--- src/rtl/muldiv_ctrl.sv ---
// HI/LO sequencer for an external multiplier and divider: latches operands,
// issues a start pulse, waits for the selected unit's done and loads HI/LO.
module muldiv_ctrl #(
    parameter int TIMEOUT = 64
) (
    input  logic        clock,
    input  logic        reset,
    input  logic        op_start,
    input  logic        op_div,
    input  logic [31:0] op_a,
    input  logic [31:0] op_b,
    input  logic        mthi_wr,
    input  logic        mtlo_wr,
    input  logic [31:0] wr_data,
    output logic [31:0] unit_a,
    output logic [31:0] unit_b,
    output logic        mult_start,
    output logic        div_start,
    input  logic [31:0] mult_hi,
    input  logic [31:0] mult_lo,
    input  logic [31:0] div_hi,
    input  logic [31:0] div_lo,
    input  logic        mult_done,
    input  logic        div_done,
    output logic [31:0] hi,
    output logic [31:0] lo,
    output logic        busy,
    output logic        done,
    output logic        div_zero,
    output logic        timeout_err
);

    // state | meaning
    // IDLE  | accepts op_start and mthi/mtlo writes
    // START | one-cycle start pulse to the selected unit
    // WAIT  | watches the selected done flag, bounded by TIMEOUT cycles
    typedef enum logic [1:0] {S_IDLE, S_START, S_WAIT} state_t;

    localparam int CW = (TIMEOUT > 1) ? $clog2(TIMEOUT) : 1;
    localparam logic [CW-1:0] CNT_LAST = CW'(TIMEOUT - 1);

    state_t        r_state;
    state_t        w_state_nxt;
    logic          r_sel;
    logic [CW-1:0] r_cnt;
    logic [CW-1:0] w_cnt_nxt;
    logic [31:0]   r_unit_a;
    logic [31:0]   r_unit_b;
    logic [31:0]   r_hi;
    logic [31:0]   r_lo;
    logic          r_done;
    logic          r_div_zero;
    logic          r_timeout;
    logic          w_accept;
    logic          w_dz;
    logic          w_fin;
    logic          w_tmo;
    logic          w_sel_done;

    always_ff @(posedge clock) begin
        if (reset) begin
            r_state <= S_IDLE;
            r_cnt   <= '0;
        end else begin
            r_state <= w_state_nxt;
            r_cnt   <= w_cnt_nxt;
        end
    end

    always_comb begin
        w_state_nxt = r_state;
        w_cnt_nxt   = r_cnt;
        w_accept    = 1'b0;
        w_dz        = 1'b0;
        w_fin       = 1'b0;
        w_tmo       = 1'b0;
        w_sel_done  = r_sel ? div_done : mult_done;
        case (r_state)
            S_IDLE: begin
                w_cnt_nxt = '0;
                if (op_start) begin
                    if (op_div && (op_b == 32'd0)) begin
                        w_dz = 1'b1;
                    end else begin
                        w_accept    = 1'b1;
                        w_state_nxt = S_START;
                    end
                end
            end
            S_START: begin
                w_cnt_nxt   = '0;
                w_state_nxt = S_WAIT;
            end
            S_WAIT: begin
                // done on the last permitted cycle still counts as success
                if (w_sel_done) begin
                    w_fin       = 1'b1;
                    w_cnt_nxt   = '0;
                    w_state_nxt = S_IDLE;
                end else if (r_cnt == CNT_LAST) begin
                    w_tmo       = 1'b1;
                    w_cnt_nxt   = '0;
                    w_state_nxt = S_IDLE;
                end else begin
                    w_cnt_nxt = r_cnt + 1'b1;
                end
            end
            default: begin
                w_cnt_nxt   = '0;
                w_state_nxt = S_IDLE;
            end
        endcase
    end

    always_ff @(posedge clock) begin
        if (reset) begin
            r_sel      <= 1'b0;
            r_unit_a   <= '0;
            r_unit_b   <= '0;
            r_hi       <= '0;
            r_lo       <= '0;
            r_done     <= 1'b0;
            r_div_zero <= 1'b0;
            r_timeout  <= 1'b0;
        end else begin
            r_done     <= w_fin;
            r_div_zero <= w_dz;
            r_timeout  <= w_tmo;
            if (w_accept) begin
                r_unit_a <= op_a;
                r_unit_b <= op_b;
                r_sel    <= op_div;
            end
            // direct writes only land while idle; a result later overwrites them
            if (r_state == S_IDLE) begin
                if (mthi_wr) r_hi <= wr_data;
                if (mtlo_wr) r_lo <= wr_data;
            end
            if (w_fin) begin
                r_hi <= r_sel ? div_hi : mult_hi;
                r_lo <= r_sel ? div_lo : mult_lo;
            end
        end
    end

    assign unit_a      = r_unit_a;
    assign unit_b      = r_unit_b;
    assign mult_start  = (r_state == S_START) && !r_sel;
    assign div_start   = (r_state == S_START) && r_sel;
    assign busy        = (r_state != S_IDLE);
    assign hi          = r_hi;
    assign lo          = r_lo;
    assign done        = r_done;
    assign div_zero    = r_div_zero;
    assign timeout_err = r_timeout;

endmodule

--- config.mk ---
export PLATFORM = sky130hd
export DESIGN_NAME = muldiv_ctrl
export DESIGN_NICKNAME = d
export VERILOG_FILES = /design/src/rtl/muldiv_ctrl.sv
export SDC_FILE = /design/constraint.sdc
export NUM_CORES = 1
export LEC_CHECK = 0
export CAP_MARGIN = 40
export CORE_MARGIN = 3
export CORE_UTILIZATION = 38
export CTS_CLUSTER_SIZE = 16
export DETAILED_ROUTE_END_ITERATION = 10
export GPL_TIMING_DRIVEN = 0
export PLACE_DENSITY = 0.86
export SYNTH_ARGS = -nofsm -noshare
export SYNTH_HDL_FRONTEND = slang
export SYNTH_SLANG_ARGS = --single-unit
--- constraint.sdc ---
create_clock -name clock -period 1.8 [get_ports clock]
set_input_delay 0.18 -clock clock [delete_from_list [all_inputs] [get_ports clock]]
set_output_delay 0.18 -clock clock [all_outputs]
set_load 0.005 [all_outputs]
After elaboration in Yosys (flattened, before gate mapping)
Index checks and enable logic that the tools add are counted.
Widths: inputs -> output; s select.
Cells by class
  bitwise logic cells: 3
  eq/ne operators: 6
  reduce and logical (&&, ||, !) cells: 16
  add/subtract/negate cells: 1
  muxes and demuxes: 21
Operators with widths (count)
  $mux 32: 8
  $logic_not 32->1: 1
  $mux 1: 8
  $mux 2: 4
  $reduce_bool 2->1: 4
  $add 6x1->6 const B: 1
  $eq 6x6->1 const B: 1
  $pmux 2 s3: 1
  $reduce_or 3->1: 2
  $ne 2x2->1 const B: 2
  $reduce_and 2->1: 2
  $reduce_or 4->1: 1
  $logic_and 1x1->1: 3
  $ne 3x3->1 const B: 1
  $not 1->1: 3
  $reduce_and 3->1: 1
  $eq 2x1->1 const B: 1
  $eq 2x2->1 const B: 1
  $logic_not 2->1: 1
  $logic_not 1->1: 1
Storage, ports and cells
  register bits after elaboration: 140
  input port bits: 232
  output and inout bits: 134
  logic and storage cells: 57

Logic depth before layout (Yosys ltp)
Gate-level depths: netlist of the first run.
  depth after elaboration: 5
  depth in mapped cells: 7
  mapped depth without buffers: 5

Worst setup path after synthesis of the first run
No wires, ideal clock.
  path kind: input-to-reg
  start point: input port op_b[7]
  end point: register r_unit_a[10], in the netlist unit_a[10]
  data arrival time: 1702 ps
  library setup time: 125 ps
  setup slack: -27 ps
  cell stages on the path: 7
  buffers on the path: 3
  data required time: 1675 ps
  cells stage by stage: or4_4 > or3_1 > buf_6 > buf_6 > buf_6 > a22oi_2 > nand3_1
On the way
  longest elaborated chain between the ends: 5
Ends and longest elaborated chain
  start, declared: RTL line 11  | input logic [31:0] op_b,
  $logic_not 32->1: RTL line 82  | if (op_div && (op_b == 32'd0)) begin
  $logic_and 1x1->1: RTL line 82
  $mux 1: RTL line 82
  $mux 1: RTL line 81  | if (op_start) begin
  $mux 1: RTL line 78  | case (r_state)
  end signal, assigned: RTL line 130  | r_unit_a <= op_a;
  end, declared: RTL line 47  | logic [31:0] r_unit_a;
No other way between the ends.
A chain may end at the register's enable or synchronous reset.

Worst setup path after layout of the first run
  start point: register r_sel
  end point: register r_lo[17], in the netlist lo[17]
On the way
  longest elaborated chain between the ends: 5
  elaborated cells between the ends (all ways): 8
  those cells by class: 5 x mux; 3 x reduce/logical
Ends and longest elaborated chain
  start, declared: RTL line 44  | logic r_sel;
  start signal, assigned: RTL line 132  | r_sel <= op_div;
  $mux 1: RTL line 77  | w_sel_done = r_sel ? div_done : mult_done;
  $mux 1: RTL line 96  | if (w_sel_done) begin
  $mux 1: RTL line 78
  $reduce_bool 2->1 (no line)
  $reduce_and 2->1 (no line)
  end signal, assigned: RTL line 137  | if (mtlo_wr) r_lo <= wr_data;
  end signal, assigned: RTL line 141  | r_lo <= r_sel ? div_lo : mult_lo;
  end, declared: RTL line 50  | logic [31:0] r_lo;
Several ways; a longest one is shown, not always the timed one.

==> results of run 1 <==
==> cell usage after synthesis, drive strengths merged <==
cell type / count
or4: 2
and2: 1
nand2: 32
nand2b: 3
nand4: 34
and4b: 1
a311o: 29
and4: 1
nor3: 2
ha: 1
buf: 20
inv: 4
nand4b: 1
mux2: 1
or2: 1
nor2b: 97
and3: 34
nor2: 47
dfxtp: 140
a21oi: 4
or3: 3
a211oi: 131
nor4: 33
nor3b: 3
xor2: 2
a22oi: 33
xnor2: 2
clkbuf: 78
mux2i: 64
o21ai: 33
nand3: 37
==> routing by layer <==
metal / up-vias / wire (um) / GRT usage, %
met5: - / 0 / 0
li1: 4097 / - / -
met2: 477 / 16000 / 47.8
met3: 89 / 2760 / 8.20
met4: 0 / 1410 / 11.8
met1: 4304 / 13200 / 35.6
==> layout make-up <==
class,instances,area [um2]
buffer,90,534
fill,1593,6930
multi-input combinational,632,4660
sequential,140,2810
timing repair buffer,380,3750
clock inverter,13,166
inverter,4,18.8
tap,265,332
clock buffer,19,443
==> per-stage QoR <==
stage	hold WS [ns]	area, um2	utilization, %	setup TNS [ns]	power [uW]
3_3_place_gp	0.429	11700	59.5	-85.89	5910
5_1_grt	0.145	12700	64.7	0	10000
6_report	0.156	12700	64.7	0	9690
2_1_floorplan	0.333	7710	-	-0.738	4540
3_5_place_dp	0.439	11700	59.5	-88.18	5950
4_1_cts	0.143	12500	63.7	0	9650
==> state kept, by name, summed over array words and instances (netlist names), 2 cells and up <==
name     count
unit_a      32
unit_b      32
hi          32
lo          32
r_state      2
r_cnt        6
==> critical path: cells and delay by family, from the launching register on <==
family          cells  cell delay, ns
mux                 1            0.47
flops               1            0.40
compound gates      1            0.14
buf+inv             1            0.63
==> kinds of logic (layout without fill, tap and decap cells) <==
logic type	after synthesis	count (layout)
AND/OR/NAND/NOR	332	332
AO/OA/AOI/OAI	230	230
flip-flops	140	140
buffers and inverters	102	506
multiplexers	65	65
XOR/XNOR	4	4
adder cells (fa/ha/maj)	1	1
==> how the worst max path moves through the flow <==
stage                 endpoint  depth (start not counted)     start
floorplan           unit_a[10]                          7  op_b[10]
global placement    r_state[0]                          5   op_b[7]
detailed placement  unit_b[19]                          6  op_start
CTS                      lo[5]                          5     r_sel
global route         unit_a[9]                          6   op_b[7]
finish                  lo[17]                          3     r_sel
==> power by group through the flow <==
| stage | clock network (uW) | registers [uW] | logic (uW) |
|---|---|---|---|
| 2_1_floorplan | 0 | 3570 | 971 |
| 3_3_place_gp | 0 | 3560 | 2350 |
| 3_5_place_dp | 0 | 3560 | 2390 |
| 4_1_cts | 3710 | 3510 | 2440 |
| 5_1_grt | 3840 | 3540 | 2650 |
| 6_report | 3680 | 3520 | 2500 |
==> repair_timing <==
action	4_1_cts	5_1_grt
gates resized for setup	76	76
hold buffers	0	0
buffers inserted	11	4
endpoints found under the setup margin	140	110
pin swaps	13	8
==> flow_metrics.tcl, run 1 <==
set metrics [dict create \
    status "completed" \
    finalCriticalPeriod_ns 1.78 \
    ir_drop_mv 0.654 \
    p_sw_uw 2680 \
    synth_largest_area_cell "dfxtp_1" \
    synth_seq_cells 140 \
    grt_pass1_vias 8874 \
    tightest_slew_ns 0.810 \
    insertion_delay_ns 0.42 \
    p_seq_share_pct 36.3 \
    drt_iter0_drc 714 \
    synth_top_cell_area_share_pct 36.4 \
    layout-drive-gt1-share_pct 13.7 \
    p_clk_share_pct 37.9 \
    cts_inserted_buffers 17 \
    grt_pass1_wl_um 50600 \
    fp.dieH_um 148 \
    place_congestion 0.914 \
    slew_viol_final 0 \
    crit_arrival_ns 2.06 \
    synth_nets 1107 \
    detail-route-antenna-nets 0 \
    synth_xor_area_share_pct 0.455 \
    fin_ws_ns 0.0230 \
    timing.slew.headroom_pct 46.0 \
    finalSetupViolCount 0 \
    synth_adder_area_share_pct 0.163 \
    start_util_pct 39.1 \
    dr_total_vias 8967 \
    power_frac_comb_pct 25.8 \
    swShare_pct 27.7 \
    synth_mux_area_share_pct 8.47 \
    final_common_cell "clkdlybuf4s50_1" \
    final_hold_viol_count 0 \
    stdcell_count 1543 \
    first_pass_iters 5 \
    cts_tree "done" \
    p_leak_uw 0.00472 \
    hp-class "primary input to register" \
    rr_startpoint "r_sel" \
    p_int_uw 7010 \
    grt_usage_pct 28.9 \
    synth_area_leaders "dfxtp_1 (36%), a211oi_1 (13%), mux2i_1 (8.3%)" \
    reg2reg_to "lo[17]" \
    synthCells 874 \
    route.detailed.drc 0 \
    hold_depth 2 \
    die_x_um 148 \
    reg2regPathDepth 3 \
    grt_max_degree 17 \
    overflow 0 \
    antenna_found_initial 0 \
    cpPeakStageDelay_ns 0.63 \
    synth_area_per_cell_um2 8.80 \
    rsz0062_at_grt "no" \
    r2r_slack_ns 0.02 \
    wl_per_cell_um 21.6 \
    path_class "register to register" \
    netlist-cell-type-count 38 \
    synth_top_family_by_area "simple AND/OR/NAND/NOR gates" \
    diodes 0 \
    critPathRequiredTime_ns 2.08 \
    htree_levels 4 \
    seq_area_frac_synth_pct 36.4 \
    hold_end "unit_b[7]" \
    portBuffers 365 \
    io_pins 366 \
    synth_compound_gate_area_share_pct 24.1 \
    die-area_mm2 0.0220 \
    ys_warn_count 0 \
    clk_path_buf_depth 2 \
    hp-start "op_b[7]" \
    powerDensity_mw_per_mm2 762 \
    avgViaCountPerCell 5.81 \
    period_share_pct 98.7 \
    dpl_worst_slack_ns -0.734 \
    dp_hpwl_um 25300 \
    rows 51 \
    path_clk_slew_ns 0.06 \
    dp_cells 1504 \
    final_cell_mix "clkdlybuf4s50_1 (351), dfxtp_1 (137), a211oi_1 (123)" \
    timing.fmax_mhz 563 \
    cpMaxStageDelayCell "clkbuf_1" \
    cp-start-kind "register" \
    clockRootBuffer "clkbuf_16" \
    nets 1498 \
    synth-simple-area-share_pct 24.6 \
    crit_path_cell_trace "clkbuf_1, mux2i_1, a211oi_1" \
    cts_sinks 140 \
    cp-end-kind "register" \
    core_area_mm2 0.0197 \
    finalClockSkew_ns 0.00700 \
    cap_violations 0 \
    wirelength_um 33400 \
    crit_fanout 10 \
    syn_area_mm2 0.00769 \
    area_growth_pct 65.3 \
]
Power figures use the tool's default switching activity.
==> run 2: changes to the inputs <==
Settings changed: CAP_MARGIN 40 to 20, PLACE_DENSITY 0.86 to 0.83.
Clock period 1.8 ns to 2.3 ns, I/O delays scaled along.
==> run 2 against run 1 <==
Compared with the run above: final cell count fell by 0.19%; combinational power fell by 24%; critical endpoint is now unit_a[28]; clock skew rose by 0.0043 ns; power fell by 22%; worst setup slack improved by 0.032 ns; utilization fell by 1.8 points; design area fell by 2.9%; sequential share of layout area rose by 0.56 points; clock power fell by 20%.
==> flow_metrics.tcl, run 2 (same netlist as run 1, synthesis figures left out) <==
set metrics [dict create \
    period_share_pct 97.6 \
    cts_hold_buf 0 \
    start_util_pct 39.1 \
    finalSetupViolCount 0 \
    rsz0062_at_grt "no" \
    timing.fmax_mhz 446 \
    first_pass_iters 5 \
    core_area_mm2 0.0197 \
    dr_total_vias 8918 \
    insertion_delay_ns 0.42 \
    layout-drive-gt1-share_pct 7.87 \
    slew_viol_final 0 \
    final_common_cell "clkdlybuf4s50_1" \
    ir_drop_mv 0.481 \
    grt_pass1_vias 8747 \
    fin_area_mm2 0.0124 \
    htree_levels 4 \
    cts_sinks 140 \
    multiInputGateArea_mm2 0.00447 \
    overflow 0 \
    cp-start-kind "primary input" \
    detail-route-antenna-nets 0 \
    p_leak_uw 0.00441 \
    die_x_um 148 \
    r2r_slack_ns 0.22 \
    cp-end-kind "register" \
    finalPower_uw 7580 \
    path_class "primary input to register" \
    timing.slew.headroom_pct 37.6 \
    fillerInstances 1662 \
    wl_per_cell_um 22.0 \
    cap_violations 0 \
    place_congestion 0.899 \
    antenna_found_initial 4 \
    final_hold_viol_count 0 \
    cts_tree "done" \
    crit_arrival_ns 2.59 \
    grt_max_degree 17 \
    fin_setup_tns_ns 0 \
    area_growth_pct 60.6 \
    powerDensity_mw_per_mm2 614 \
    portBuffers 365 \
    grt_pass1_wl_um 50500 \
    finalCriticalPeriod_ns 2.24 \
    clockRootBuffer "clkbuf_16" \
    rows 51 \
    critPathRequiredTime_ns 2.65 \
    nets 1491 \
    path_clk_slew_ns 0.05 \
    clk_path_buf_depth 2 \
    grt_usage_pct 29.1 \
    dpl_cell_area_mm2 0.0117 \
    seqCellArea_mm2 0.00280 \
    wirelength_um 33900 \
    avgViaCountPerCell 5.79 \
    cts_inserted_buffers 17 \
    crit_fanout 10 \
    finalClockSkew_ns 0.0113 \
    status "completed" \
    dp_hpwl_um 25900 \
    fp.dieH_um 148 \
    tightest_slew_ns 0.935 \
    io_pins 366 \
    drt_iter0_drc 701 \
    die-area_mm2 0.0220 \
    final_cell_mix "clkdlybuf4s50_1 (365), dfxtp_1 (140), a211oi_1 (131)" \
    utilization_pct 62.9 \
    route.detailed.drc 0 \
    hp-class "register to register" \
]
## run 2: cell count changes in the layout (fill, tap and decap cells not counted), sizes merged
cell / previous run / this run
clkdlybuf4s50: 351 / 365
dlygate4sd2: 13 / 0
clkinv: 6 / 5
diode: 0 / 4
dlymetal6s2s: 1 / 0
clkinvlp: 4 / 2
buf: 39 / 18
clkbuf: 85 / 102
## run 2: worst max-delay path: stages
cell	delay, ns
clkdlybuf4s50_1	0.44
nor4_1	0.54
and4_1	0.27
clkbuf_1	0.33
clkbuf_1	0.47
nand4_1	0.17
nand3_1	0.15
## run 2: final cells by class
class                           count  area share (%)
Multi-Input combinational cell    632            36.1
Tap cell                          265            2.68
Timing Repair Buffer              366            29.6
Clock inverter                     10            1.11
Sequential cell                   140            22.7
Clock buffer                       22            3.92
Antenna cell                        4          0.0810
Buffer                             97            3.64
Inverter                            4           0.122
## run 2: power breakdown
part	internal, uW	switching [uW]	total (uW)
clock network	1820	1100	2930
logic	1080	825	1900
registers	2630	122	2750
total	5530	2050	7580
## run 2: path summary, 6_finish.rpt
path	to	from	cells past startpoint
worst min register to register	r_cnt[0]	r_cnt[0]	1
worst min-delay path	r_cnt[0]	r_cnt[0]	1
worst max-delay path	unit_a[28]	op_b[25]	7
worst max register to register	hi[30]	r_state[1]	5
## run 2: metal layers
layer / wire length [um] / vias to the layer above / track usage (%)
met5: 0 / - / 0
met2: 16200 / 477 / 48.1
met1: 13200 / 4274 / 35.8
met4: 1400 / 0 / 12.1
li1: - / 4086 / -
met3: 3070 / 81 / 7.98
## run 2: per-stage QoR
stage | hold slack [ns] | setup slack [ns] | std cells
floorplan | 0.383 | 0.423 | 874
global placement | 0.429 | -0.325 | 1504
detailed placement | 0.440 | -0.357 | 1504
CTS | 0.449 | 0.00561 | 1536
global route | 0.459 | 0.0190 | 1540
finish | 0.444 | 0.0554 | 1540
## run 2: repair_timing
item,CTS,global route
cloned,0,0
setup endpoints to repair,11,93
gates resized for setup,12,14
pin swaps,0,1
setup buffers,0,1
endpoints found under the hold margin,0,0
